===== config.mk =====
export PLATFORM = sky130hd
export DESIGN_NAME = onehalf_dt_driver
export DESIGN_NICKNAME = d
export VERILOG_FILES = /design/src/rtl/onehalf_pkg.sv /design/src/rtl/onehalf_dt_channel.sv /design/src/rtl/onehalf_dt_driver.sv
export SDC_FILE = /design/constraint.sdc
export NUM_CORES = 1
export LEC_CHECK = 0
export CAP_MARGIN = 0
export CORE_MARGIN = 4
export CORE_UTILIZATION = 40
export DETAILED_ROUTE_END_ITERATION = 6
export PLACE_DENSITY_LB_ADDON = 0.15
export RECOVER_POWER = 100
export SYNTH_ARGS = -nofsm -noshare
export SYNTH_HDL_FRONTEND = slang
export SYNTH_SLANG_ARGS = --single-unit

===== constraint.sdc =====
create_clock -name clk -period 2.4 [get_ports clk]
set_clock_uncertainty 0.15 [all_clocks]
set_input_delay 0.48 -clock clk [delete_from_list [all_inputs] [get_ports clk]]
set_output_delay 0.48 -clock clk [all_outputs]
set_load 0.05 [all_outputs]

===== src/rtl/onehalf_pkg.sv =====
// +-----------------------------------------------------------------------+
// | onehalf_pkg : shared types and constants for the 1.5-bit driver       |
// | Revision    : 1.0                                                     |
// +-----------------------------------------------------------------------+
`default_nettype none

package onehalf_pkg;

    localparam int DEAD_CNT_W = 8;

    typedef enum logic [1:0] {
        ST_OFF  = 2'd0,
        ST_P_ON = 2'd1,
        ST_N_ON = 2'd2,
        ST_DEAD = 2'd3
    } ch_state_e;

    typedef enum logic [1:0] {
        REQ_OFF = 2'd0,
        REQ_P   = 2'd1,
        REQ_N   = 2'd2
    } req_e;

    // 11 is forbidden on the comparator pair and is treated as a turn-off
    function automatic req_e decode_req(input logic p, input logic n);
        if (p && !n) begin
            return REQ_P;
        end else if (!p && n) begin
            return REQ_N;
        end
        return REQ_OFF;
    endfunction

endpackage

`default_nettype wire


===== src/rtl/onehalf_dt_channel.sv =====
// +-----------------------------------------------------------------------+
// | onehalf_dt_channel : one dead-time FSM with registered gate outputs   |
// | Revision           : 1.0                                              |
// +-----------------------------------------------------------------------+
`default_nettype none

module onehalf_dt_channel
    import onehalf_pkg::*;
#(
    parameter int DEAD_CYCLES = 4
) (
    input  logic clk,
    input  logic rst_n,
    input  req_e req_i,
    output logic out_p_o,
    output logic out_n_o,
    output logic dead_active_o
);

    localparam logic [DEAD_CNT_W-1:0] c_dead_load = DEAD_CNT_W'(DEAD_CYCLES);

    ch_state_e             state_q, state_d;
    logic [DEAD_CNT_W-1:0] cnt_q, cnt_d;
    logic                  out_p_q, out_n_q, dead_q;

    always_comb begin
        state_d = state_q;
        cnt_d   = cnt_q;
        case (state_q)
            ST_OFF: begin
                if (req_i == REQ_P) begin
                    state_d = ST_P_ON;
                end else if (req_i == REQ_N) begin
                    state_d = ST_N_ON;
                end
            end
            ST_P_ON: begin
                if (req_i != REQ_P) begin
                    state_d = ST_DEAD;
                    cnt_d   = c_dead_load;
                end
            end
            ST_N_ON: begin
                if (req_i != REQ_N) begin
                    state_d = ST_DEAD;
                    cnt_d   = c_dead_load;
                end
            end
            ST_DEAD: begin
                // Last dead cycle hands over to whatever is requested now
                if (cnt_q <= DEAD_CNT_W'(1)) begin
                    cnt_d = '0;
                    case (req_i)
                        REQ_P:   state_d = ST_P_ON;
                        REQ_N:   state_d = ST_N_ON;
                        default: state_d = ST_OFF;
                    endcase
                end else begin
                    cnt_d = cnt_q - DEAD_CNT_W'(1);
                end
            end
            default: begin
                state_d = ST_OFF;
                cnt_d   = '0;
            end
        endcase
    end

    always_ff @(posedge clk or negedge rst_n) begin
        if (!rst_n) begin
            state_q <= ST_OFF;
            cnt_q   <= '0;
            out_p_q <= 1'b0;
            out_n_q <= 1'b0;
            dead_q  <= 1'b0;
        end else begin
            state_q <= state_d;
            cnt_q   <= cnt_d;
            out_p_q <= (state_d == ST_P_ON);
            out_n_q <= (state_d == ST_N_ON);
            dead_q  <= (state_d == ST_DEAD);
        end
    end

    assign out_p_o       = out_p_q;
    assign out_n_o       = out_n_q;
    assign dead_active_o = dead_q;

endmodule

`default_nettype wire


===== src/rtl/onehalf_dt_driver.sv =====
// +-----------------------------------------------------------------------+
// | onehalf_dt_driver : multi-channel 1.5-bit gate driver with dead time  |
// | Option ONEHALF_FAULT_CNT_EN adds fault_clr/fault_cnt. Revision : 1.0  |
// +-----------------------------------------------------------------------+
`default_nettype none

module onehalf_dt_driver
    import onehalf_pkg::*;
#(
    parameter int CHANNELS    = 2,
    parameter int DEAD_CYCLES = 4,
    parameter int CNT_W       = 8
) (
    input  logic                clk,
    input  logic                rst_n,
    input  logic                enable,
    input  logic [CHANNELS-1:0] in_p,
    input  logic [CHANNELS-1:0] in_n,
`ifdef ONEHALF_FAULT_CNT_EN
    input  logic                fault_clr,
    output logic [CNT_W-1:0]    fault_cnt,
`endif
    output logic [CHANNELS-1:0] out_p,
    output logic [CHANNELS-1:0] out_n,
    output logic [CHANNELS-1:0] dead_active
);

    logic [CHANNELS-1:0] in_p_q, in_n_q;

    always_ff @(posedge clk or negedge rst_n) begin
        if (!rst_n) begin
            in_p_q <= '0;
            in_n_q <= '0;
        end else begin
            in_p_q <= in_p;
            in_n_q <= in_n;
        end
    end

    for (genvar i = 0; i < CHANNELS; i++) begin : g_ch
        req_e w_req;

        assign w_req = enable ? decode_req(in_p_q[i], in_n_q[i]) : REQ_OFF;

        onehalf_dt_channel #(
            .DEAD_CYCLES (DEAD_CYCLES)
        ) u_channel (
            .clk           (clk),
            .rst_n         (rst_n),
            .req_i         (w_req),
            .out_p_o       (out_p[i]),
            .out_n_o       (out_n[i]),
            .dead_active_o (dead_active[i])
        );
    end

`ifdef ONEHALF_FAULT_CNT_EN
    logic             w_fault_any;
    logic [CNT_W-1:0] fault_cnt_q, fault_cnt_d;

    assign w_fault_any = |(in_p_q & in_n_q);

    always_comb begin
        fault_cnt_d = fault_cnt_q;
        if (fault_clr) begin
            fault_cnt_d = '0;
        end else if (w_fault_any && (fault_cnt_q != {CNT_W{1'b1}})) begin
            fault_cnt_d = fault_cnt_q + CNT_W'(1);
        end
    end

    always_ff @(posedge clk or negedge rst_n) begin
        if (!rst_n) begin
            fault_cnt_q <= '0;
        end else begin
            fault_cnt_q <= fault_cnt_d;
        end
    end

    assign fault_cnt = fault_cnt_q;
`endif

endmodule

`default_nettype wire


==> metrics.txt <==
remaining design rule violation count 0; Critical Path Start Type flip-flop; Max VDD drop 0.576 mV; Syn Std Cell Area roughly 0.0016 mm2; vertical die dimension 70.4 um; initial antenna violation count 0; Diodes inserted 0; critical path type reg2reg; Power per Cell Area 894 mW/mm2; standard cell core area ~0.0037 mm2; final clock period utilization by the worst path about nine tenths; commonest register cell after synthesis sky130_fd_sc_hd__dfrtp_1; share of the yosys chip area belonging to registers 48.2%; Netlist cell types between 40 and 50; number of enable flip-flop cells after synthesis 0; clock transition at the register clock pins on the worst setup and hold paths after CTS 0.06 ns; routed len/inst about 13 um; post-route standard cell area excluding fillers approximately 0.0017 mm2; die width 70.4 um; count of H-tree levels built during CTS 2; class of the worst hold path reg2reg; Clock Tree Buf Depth 2; post-CTS resize count 0; Worst Path Required ~2.5 ns; relative slew slack a little over a third; Starting Density between 40% and 50%; clock insertion delay at the later pin of the skew report roughly 0.28 ns; largest fanout on the critical path 10; Total Die Area 0.00495 mm2; number of buffers inserted by hold repair at cts 0; Core Rows 22; number of buffers created by CTS 5; time the worst path needs with I/O delays and setup approximately 2.2 ns; total wire length after detailed routing about 2900 um; setup repair after global routing missed its margin false; final antenna-violating net count 0; Total Routing Usage GR between 10% and 20%; CTS tree done; crit end category flip-flop; Setup Viol. Count Final 0; layout cell share with drive strength beyond 1 about 7.2%; port buffer count 12; run status completed; clock root buffer master sky130_fd_sc_hd__clkbuf_8; dominant cell type by area after synthesis sky130_fd_sc_hd__dfrtp_1; Final HPWL DP about 2000 um; synthesized area divided by synthesized cell count 9.91 um2; clk sink count 30; nets@finish roughly 180; number of max-slew violations in the final report 0; placement-stage cell area between 0.0015 and 0.002 mm2; CP Data Arrival Time roughly 2.2 ns; global-route wire length before repair 4920 um; overall via count from detail_route ~1,200; number of hold-slack violations in the final timing report 0; vias in the first global route 1,119; Iteration-0 DRC Markers between 80 and 90; first-pass detailed-route iteration total 4; average vias per placed instance 5.43; proportion of netlist area held by the largest area contributor between 40% and 50%; total of warnings raised by yosys 0; maximum number of pins on one net before global-route repair 31; I/O pin count 13; Net Count, Synth ~170; most common cell after layout, fill and taps aside sky130_fd_sc_hd__dfrtp_1; fill count about 350; routability congestion estimate from global placement 0.824; async set or reset register ratio after synthesis 100%; worst-margin pin slew 0.962 ns; top cells by area, synth sky130_fd_sc_hd__dfrtp_1 48%, sky130_fd_sc_hd__ha_1 3.2%, sky130_fd_sc_hd__buf_4 2.9%; synthesis-stage register bit count 30; commonest cells after routing, fill and taps aside 30 x sky130_fd_sc_hd__dfrtp_1, 12 x sky130_fd_sc_hd__nand2_1, 11 x sky130_fd_sc_hd__nor2_1, 11 x sky130_fd_sc_hd__dlygate4sd3_1; Overflow after GRT 0; static leakage slightly below 0.8 nW; maximum frequency from static timing analysis ~460 MHz; Setup TNS 0 ns; area growth from synthesis to final layout 11.8%; number of cells produced by synthesis ~160; Post CTS Setup Buffer Count 0; max cap viols 0
-- through the flow --
step / total power [W] / hold slack (ns) / util, % / instances / setup slack (ns)
floorplan: 0.00115 / 0.0344 / - / 157 / 0.533
global placement: 0.00120 / 0.331 / 45.1 / 207 / 0.194
detailed placement: 0.00121 / 0.338 / 45.1 / 207 / 0.0807
CTS: 0.00159 / 0.347 / 47.1 / 214 / 0.259
global route: 0.00167 / 0.395 / 46.8 / 214 / 0.0804
finish: 0.00156 / 0.349 / 46.8 / 214 / 0.233
-- layer usage --
metal  global-route usage, %  routed length (um)
met5                       0                   0
met4                    7.02                  59
met1                    14.6                1320
met3                    3.45                  87
met2                    20.7                1420
-- critical path: stages (launching register included) --
cell	delay, ns
sky130_fd_sc_hd__dfrtp_1	0.42
sky130_fd_sc_hd__inv_1	0.06
sky130_fd_sc_hd__ha_1	0.26
sky130_fd_sc_hd__or2_2	0.32
sky130_fd_sc_hd__a31oi_2	0.47
sky130_fd_sc_hd__o21ai_0	0.20
sky130_fd_sc_hd__a31oi_1	0.19
-- path summary, 6_finish.rpt --
kind	slack (ns)	end	from	cells after the start
max	0.23	g_ch[1].u_channel.cnt_q[5]$_DFFE_PN0P_	g_ch[1].u_channel.cnt_q[0]$_DFFE_PN0P_	6
min	0.35	g_ch[1].u_channel.cnt_q[7]$_DFFE_PN0P_	g_ch[1].u_channel.cnt_q[7]$_DFFE_PN0P_	1
max reg2reg	0.23	g_ch[1].u_channel.cnt_q[5]$_DFFE_PN0P_	g_ch[1].u_channel.cnt_q[0]$_DFFE_PN0P_	6
min reg2reg	0.35	g_ch[1].u_channel.cnt_q[7]$_DFFE_PN0P_	g_ch[1].u_channel.cnt_q[7]$_DFFE_PN0P_	1
max in group asynchronous	0.98	g_ch[0].u_channel.cnt_q[4]$_DFFE_PN0P_	rst_n	2
min in group asynchronous	0.65	g_ch[1].u_channel.out_n_o$_DFF_PN0_	rst_n	2
-- area by class of cell --
type	count	area (um2)	share of cell area (%)
Sequential cell	30	751	43.1
Multi-Input combinational cell	107	694	39.9
Timing Repair Buffer	14	129	7.40
Clock buffer	7	76.3	4.39
Tap cell	48	60.1	3.45
Inverter	8	30.0	1.73
-- synth_stat cells (2+ instances only) --
cell and number:
sky130_fd_sc_hd__nor2_1 11, sky130_fd_sc_hd__nand3_1 4, sky130_fd_sc_hd__o21ai_1 2, sky130_fd_sc_hd__or4_1 2, sky130_fd_sc_hd__nor3b_1 4, sky130_fd_sc_hd__and3_1 5, sky130_fd_sc_hd__nor2b_1 2, sky130_fd_sc_hd__buf_4 6
sky130_fd_sc_hd__inv_1 8, sky130_fd_sc_hd__a21o_1 2, sky130_fd_sc_hd__clkbuf_1 4, sky130_fd_sc_hd__nand2b_1 4, sky130_fd_sc_hd__dfrtp_1 30, sky130_fd_sc_hd__a31oi_1 7, sky130_fd_sc_hd__a21oi_1 7, sky130_fd_sc_hd__o21ai_0 7
sky130_fd_sc_hd__a22o_1 2, sky130_fd_sc_hd__nand2_1 12, sky130_fd_sc_hd__ha_1 4, sky130_fd_sc_hd__a221o_1 3, sky130_fd_sc_hd__xor2_1 2, sky130_fd_sc_hd__nor3_1 2, sky130_fd_sc_hd__nor4_1 3
-- cell families after synthesis --
logic type	share of synthesized area (%)
compound gates	20.7
mux	0.723
xor+xnor	1.13
buf+inv	6.83
flops	48.2
simple gates	19.1
fa+ha+maj	3.22
-- registers in the layout, summed over array words and instances, names as in the netlist --
signal	count
g_ch.u_channel.cnt_q	16
g_ch.u_channel.dead_active_o	2
g_ch.u_channel.out_n_o	2
g_ch.u_channel.out_p_o	2
g_ch.u_channel.state_q	4
in_n_q	2
in_p_q	2
-- where the power goes --
part | switching, W | total (W) | internal (W)
logic | 0.000256 | 0.000500 | 0.000244
clock network | 0.000168 | 0.000367 | 0.000199
registers | 0.0000936 | 0.000688 | 0.000595
Power figures use the tool's default switching activity.
